`src/rtl/nibble_serial_addsub_ctrl.sv`:
```
`default_nettype none
// +----------------------------------------------------------------------------+
// | nibble_serial_addsub_ctrl                                                  |
// | Runs a 4*NIBBLES-bit add/subtract through one 4-bit ripple adder, one      |
// | nibble per clock, LSB nibble first, with a start/busy/done handshake.      |
// | Optional: ADDSUB_OVF_DETECT_EN enables the signed overflow flag o_ovf.     |
// | Revision: 1.0                                                              |
// +----------------------------------------------------------------------------+

module adder4bitV1 (
  input  logic [3:0] i_a,
  input  logic [3:0] i_b,
  input  logic       i_cin,
  output logic [3:0] o_sum,
  output logic       o_cout
);
  logic [4:0] w_c;

  assign w_c[0] = i_cin;

  for (genvar gi = 0; gi < 4; gi++) begin : g_fa
    assign o_sum[gi]  = i_a[gi] ^ i_b[gi] ^ w_c[gi];
    assign w_c[gi+1]  = (i_a[gi] & i_b[gi]) | (w_c[gi] & (i_a[gi] ^ i_b[gi]));
  end

  assign o_cout = w_c[4];
endmodule

module nibble_serial_addsub_ctrl #(
  parameter int NIBBLES = 4
) (
  input  logic                   clk,
  input  logic                   rst_n,
  input  logic                   i_start,
  input  logic                   i_sub,
  input  logic [4*NIBBLES-1:0]   i_a,
  input  logic [4*NIBBLES-1:0]   i_b,
  output logic                   o_busy,
  output logic                   o_done,
  output logic [4*NIBBLES-1:0]   o_result,
  output logic                   o_cout,
  output logic                   o_ovf
);
  localparam int WIDTH = 4 * NIBBLES;
  localparam int IDX_W = (NIBBLES > 1) ? $clog2(NIBBLES) : 1;
  localparam logic [IDX_W-1:0] LAST_IDX = IDX_W'(NIBBLES - 1);

  typedef enum logic [1:0] {
    S_IDLE = 2'd0,
    S_RUN  = 2'd1,
    S_DONE = 2'd2
  } state_t;

  state_t             r_state;
  state_t             w_state_nxt;
  logic               w_busy;
  logic               w_done;
  logic               w_accept;
  logic               w_last;

  logic [WIDTH-1:0]   r_a;
  logic [WIDTH-1:0]   r_b;
  logic               r_carry;
  logic [IDX_W-1:0]   r_idx;
  logic [WIDTH-1:0]   r_result;
  logic               r_cout;

  logic [IDX_W+1:0]   w_lsb;
  logic [3:0]         w_a_nib;
  logic [3:0]         w_b_nib;
  logic [3:0]         w_sum;
  logic               w_cout;

  assign w_accept = (r_state == S_IDLE) && i_start;
  assign w_last   = (r_state == S_RUN) && (r_idx == LAST_IDX);

  always_ff @(posedge clk or negedge rst_n) begin
    if (!rst_n) begin
      r_state <= S_IDLE;
    end else begin
      r_state <= w_state_nxt;
    end
  end

  always_comb begin
    w_state_nxt = r_state;
    w_busy      = 1'b0;
    w_done      = 1'b0;
    case (r_state)
      S_IDLE: begin
        if (i_start) w_state_nxt = S_RUN;
      end
      S_RUN: begin
        w_busy = 1'b1;
        if (r_idx == LAST_IDX) w_state_nxt = S_DONE;
      end
      S_DONE: begin
        w_busy      = 1'b1;
        w_done      = 1'b1;
        w_state_nxt = S_IDLE;
      end
      default: w_state_nxt = S_IDLE;
    endcase
  end

  assign w_lsb   = {r_idx, 2'b00};
  assign w_a_nib = r_a[w_lsb +: 4];
  assign w_b_nib = r_b[w_lsb +: 4];

  adder4bitV1 u_adder (
    .i_a    (w_a_nib),
    .i_b    (w_b_nib),
    .i_cin  (r_carry),
    .o_sum  (w_sum),
    .o_cout (w_cout)
  );

  // Subtraction is A + ~B + 1: B is inverted at capture and the +1 rides in as the first carry.
  always_ff @(posedge clk or negedge rst_n) begin
    if (!rst_n) begin
      r_a      <= '0;
      r_b      <= '0;
      r_carry  <= 1'b0;
      r_idx    <= '0;
      r_result <= '0;
      r_cout   <= 1'b0;
    end else if (w_accept) begin
      r_a     <= i_a;
      r_b     <= i_sub ? ~i_b : i_b;
      r_carry <= i_sub;
      r_idx   <= '0;
    end else if (r_state == S_RUN) begin
      r_result[w_lsb +: 4] <= w_sum;
      r_carry              <= w_cout;
      r_idx                <= r_idx + 1'b1;
      if (w_last) r_cout <= w_cout;
    end
  end

`ifdef ADDSUB_OVF_DETECT_EN
  logic r_ovf;
  logic w_ovf_final;

  // Carry into the MSB is recovered from the MSB sum bit and its two operand bits.
  assign w_ovf_final = (w_a_nib[3] ^ w_b_nib[3] ^ w_sum[3]) ^ w_cout;

  always_ff @(posedge clk or negedge rst_n) begin
    if (!rst_n) begin
      r_ovf <= 1'b0;
    end else if (w_accept) begin
      r_ovf <= 1'b0;
    end else if (w_last) begin
      r_ovf <= w_ovf_final;
    end
  end

  assign o_ovf = r_ovf;
`else
  assign o_ovf = 1'b0;
`endif

  assign o_busy   = w_busy;
  assign o_done   = w_done;
  assign o_result = r_result;
  assign o_cout   = r_cout;
endmodule
`default_nettype wire

```
`config.mk`:
```
export PLATFORM = sky130hd
export DESIGN_NAME = nibble_serial_addsub_ctrl
export DESIGN_NICKNAME = d
export VERILOG_FILES = /design/src/rtl/nibble_serial_addsub_ctrl.sv
export SDC_FILE = /design/constraint.sdc
export NUM_CORES = 1
export LEC_CHECK = 0
export CAP_MARGIN = 10
export CORE_MARGIN = 3
export CORE_UTILIZATION = 46
export CTS_CLUSTER_DIAMETER = 100
export DETAILED_ROUTE_END_ITERATION = 10
export PLACE_DENSITY = 0.73
export RECOVER_POWER = 25
export REMOVE_ABC_BUFFERS = 1
export SETUP_SLACK_MARGIN = 0.3
export SYNTH_ARGS = -nofsm -noshare
export SYNTH_HDL_FRONTEND = slang
export SYNTH_HIERARCHICAL = 1
export SYNTH_SLANG_ARGS = --single-unit
```
`constraint.sdc`:
```
create_clock -name clk -period 3.05 [get_ports clk]
set_input_delay 0.61 -clock clk [delete_from_list [all_inputs] [get_ports clk]]
set_output_delay 0.61 -clock clk [all_outputs]
set_load 0.005 [all_outputs]
```
==> flow_summary.toml <==
[power]
max-vdd-ir-drop_mv = 0.534
leakagePower_uw = 0.00147
power_uw = 3480
p_per_area_mw_per_mm2 = 1020

[detailed_routing]
drt-total-wl_mm = 4.85
dr.pass1.iters = 5
dr.max_layer_used = "met4"
drtIter0Drc = 40
wire_per_inst_um = 13.7
wl_met2_mm = 2.37
drc_errors = 0
wl_met3_um = 233
vias = 1765
wl_met1_mm = 2.17
post_drt_via_cell_ratio = 4.97
drtAntennaViolNets = 0

[timing]
fmax_mhz = 360
post-route-period-util_pct = 91.0
rsz0062_at_grt = "yes"
whs_ps = 484
finalHoldViolCount = 0
fin_skew_ps = 5.65
post-route-min-period_ps = 2780
fin_tns_setup_ps = 0
drv_slew = 0
slew_headroom_pct = 10.1
setup_violations = 0
worstMarginPinSlew_ps = 1350

[place]
place_area_mm2 = 0.00330
dp_hpwl_mm = 3.72
place_congestion = 0.870
port_buffers = 54

[cts]
cts_made_buffers = 5
cts_sinks = 54
cts.path.max_buffers = 2
clockRootBuffer = "clkbuf_8"
tritoncts = "built"
clk_latency_ps = 310
cts_hold_buf = 0
clkTransAtPathRegs_ps = 100
h-tree-depth = 2

[floorplanning]
start_util_pct = 48.5
dieWidth_um = 82.9
fp.coreArea_mm2 = 0.00561
die_h_um = 82.9
die_area_mm2 = 0.00687
ios = 56
rows = 27

[critical_path]
ff2ff_setup_slack_ps = 270
path_max_fanout = 4
cp-start-kind = "flop"
critPathLaunch = "r_idx[0]"
rr_startpoint = "r_idx[0]"
critPathArrivalTime_ps = 3020
criticalPathCategory = "reg2reg"
cp-end-kind = "flop"
crit_required_ps = 3290

[grt]
grt.overflow.total = 0
grt_usage_pct = 15.4
grt_start_max_net_pins = 32
grt_pass1_vias = 1813
antenna_found_initial = 0
grt_first_pass_wirelength_mm = 8.56

[synthesis]
synth_area_per_cell_um2 = 12.1
netlist_instances = 224
synth_warnings = 6
seq_area_frac_synth_pct = 49.7
async_flop_share_pct = 100
synthFlopType = "dfrtp_1"
synth-seq-cells = 54
synth_area_leaders = "dfrtp_1 (50%), mux2_2 (7.5%), mux4_1 (6.8%)"
yosysTopAreaCell = "dfrtp_1"
synth_edf_count = 0
netlist.area_leader.share_pct = 49.7
synth_cell_type_count = 31
synth_area_mm2 = 0.00272

[final_layout]
drive_above_1_share_pct = 15.5
syn2layout_area_growth_pct = 25.7
diodes = 0
fillers = 503
post-route-util_pct = 60.9
fin_nets = 331
fin_area_mm2 = 0.00342

[status]
status = "completed"

[job]
cap_violations = 0

[worst_hold_path]
worstHoldStart = "o_result[13]"
holdCritPathClass = "reg2reg"
-- report_power, final --
part | internal (µW) | switching, µW
Clock | 163 | 231
Sequential | 1040 | 177
Combinational | 949 | 922
-- final cells by class --
class,count,area [µm²],area share (%)
inverter,15,56.3,1.65
multi-input combinational,143,1230,35.9
tap,72,90.1,2.64
timing repair buffer,63,607,17.8
sequential,54,1350,39.5
clock inverter,2,13.8,0.403
clock buffer,6,72.6,2.12
-- layout by cell type (no fill, tap or decap), drive strengths merged, types with 8 or more instances in the layout --
cell type and count:
buf 8, mux4 8, dfrtp 54, inv 15, mux2 18, clkbuf 8, clkdlybuf4s50 53, o21ai 25
ha 9, nand2 35, xnor2 17
-- kinds of logic (layout without fill, tap and decap cells) --
group / after synthesis / count (layout) / synth area share, %
flops: 54 / 54 / 49.7
simple gates: 46 / 46 / 8.19
compound gates: 38 / 38 / 8.38
mux: 28 / 28 / 15.8
buf+inv: 27 / 86 / 5.25
xor+xnor: 17 / 17 / 5.48
fa+ha+maj: 13 / 13 / 7.09
other cells: 1 / 1 / 0.138
-- timing repair --
action                                  in CTS  in global routing
endpoints found under the setup margin       6                  5
buffers inserted                             4                  0
hold endpoints to repair                     0                  0
resized for setup                            9                  0
pin swaps                                    3                  5
-- synthesized netlist by cell type (7+ instances only) --
master,instances
mux4_1,7
xnor2_1,17
ha_1,9
o21ai_0,25
inv_1,15
dfrtp_1,54
mux2_2,18
nand2_1,34
-- routing by layer --
metal	track usage, %	vias up
met3	3.08	7
met1	19.7	837
li1	-	872
met2	25.8	49
met4	5.65	0
met5	0	-
-- final timing paths --
path	to	cells after the start
worst max-delay path	o_result[3]	12
worst min-delay path	o_result[13]	2
worst max register to register	o_result[3]	12
worst min register to register	o_result[13]	2
max in group asynchronous	o_result[5]	2
min in group asynchronous	r_b[13]	1
-- critical path: stages (launching register included) --
cell	delay (ps)
dfrtp_1	370
buf_4	120
mux4_2	510
fa_2	400
inv_2	60
fa_1	150
inv_1	50
fa_2	330
inv_2	60
fa_1	410
inv_2	100
nand2_1	50
o21ai_1	110
-- state kept, by name, indices dropped and copies added, names as in the netlist --
| name | flops |
|---|---|
| r_state | 2 |
| r_a | 16 |
| o_result | 16 |
| r_carry | 1 |
| r_b | 16 |
| o_cout | 1 |
| r_idx | 2 |
-- metrics by stage --
step	std cells	setup slack [ps]
6_report	355	274
5_1_grt	355	135
4_1_cts	355	237
3_5_place_dp	343	45.0
3_3_place_gp	343	142
2_1_floorplan	212	-193
(Power assumes the default switching activity.)
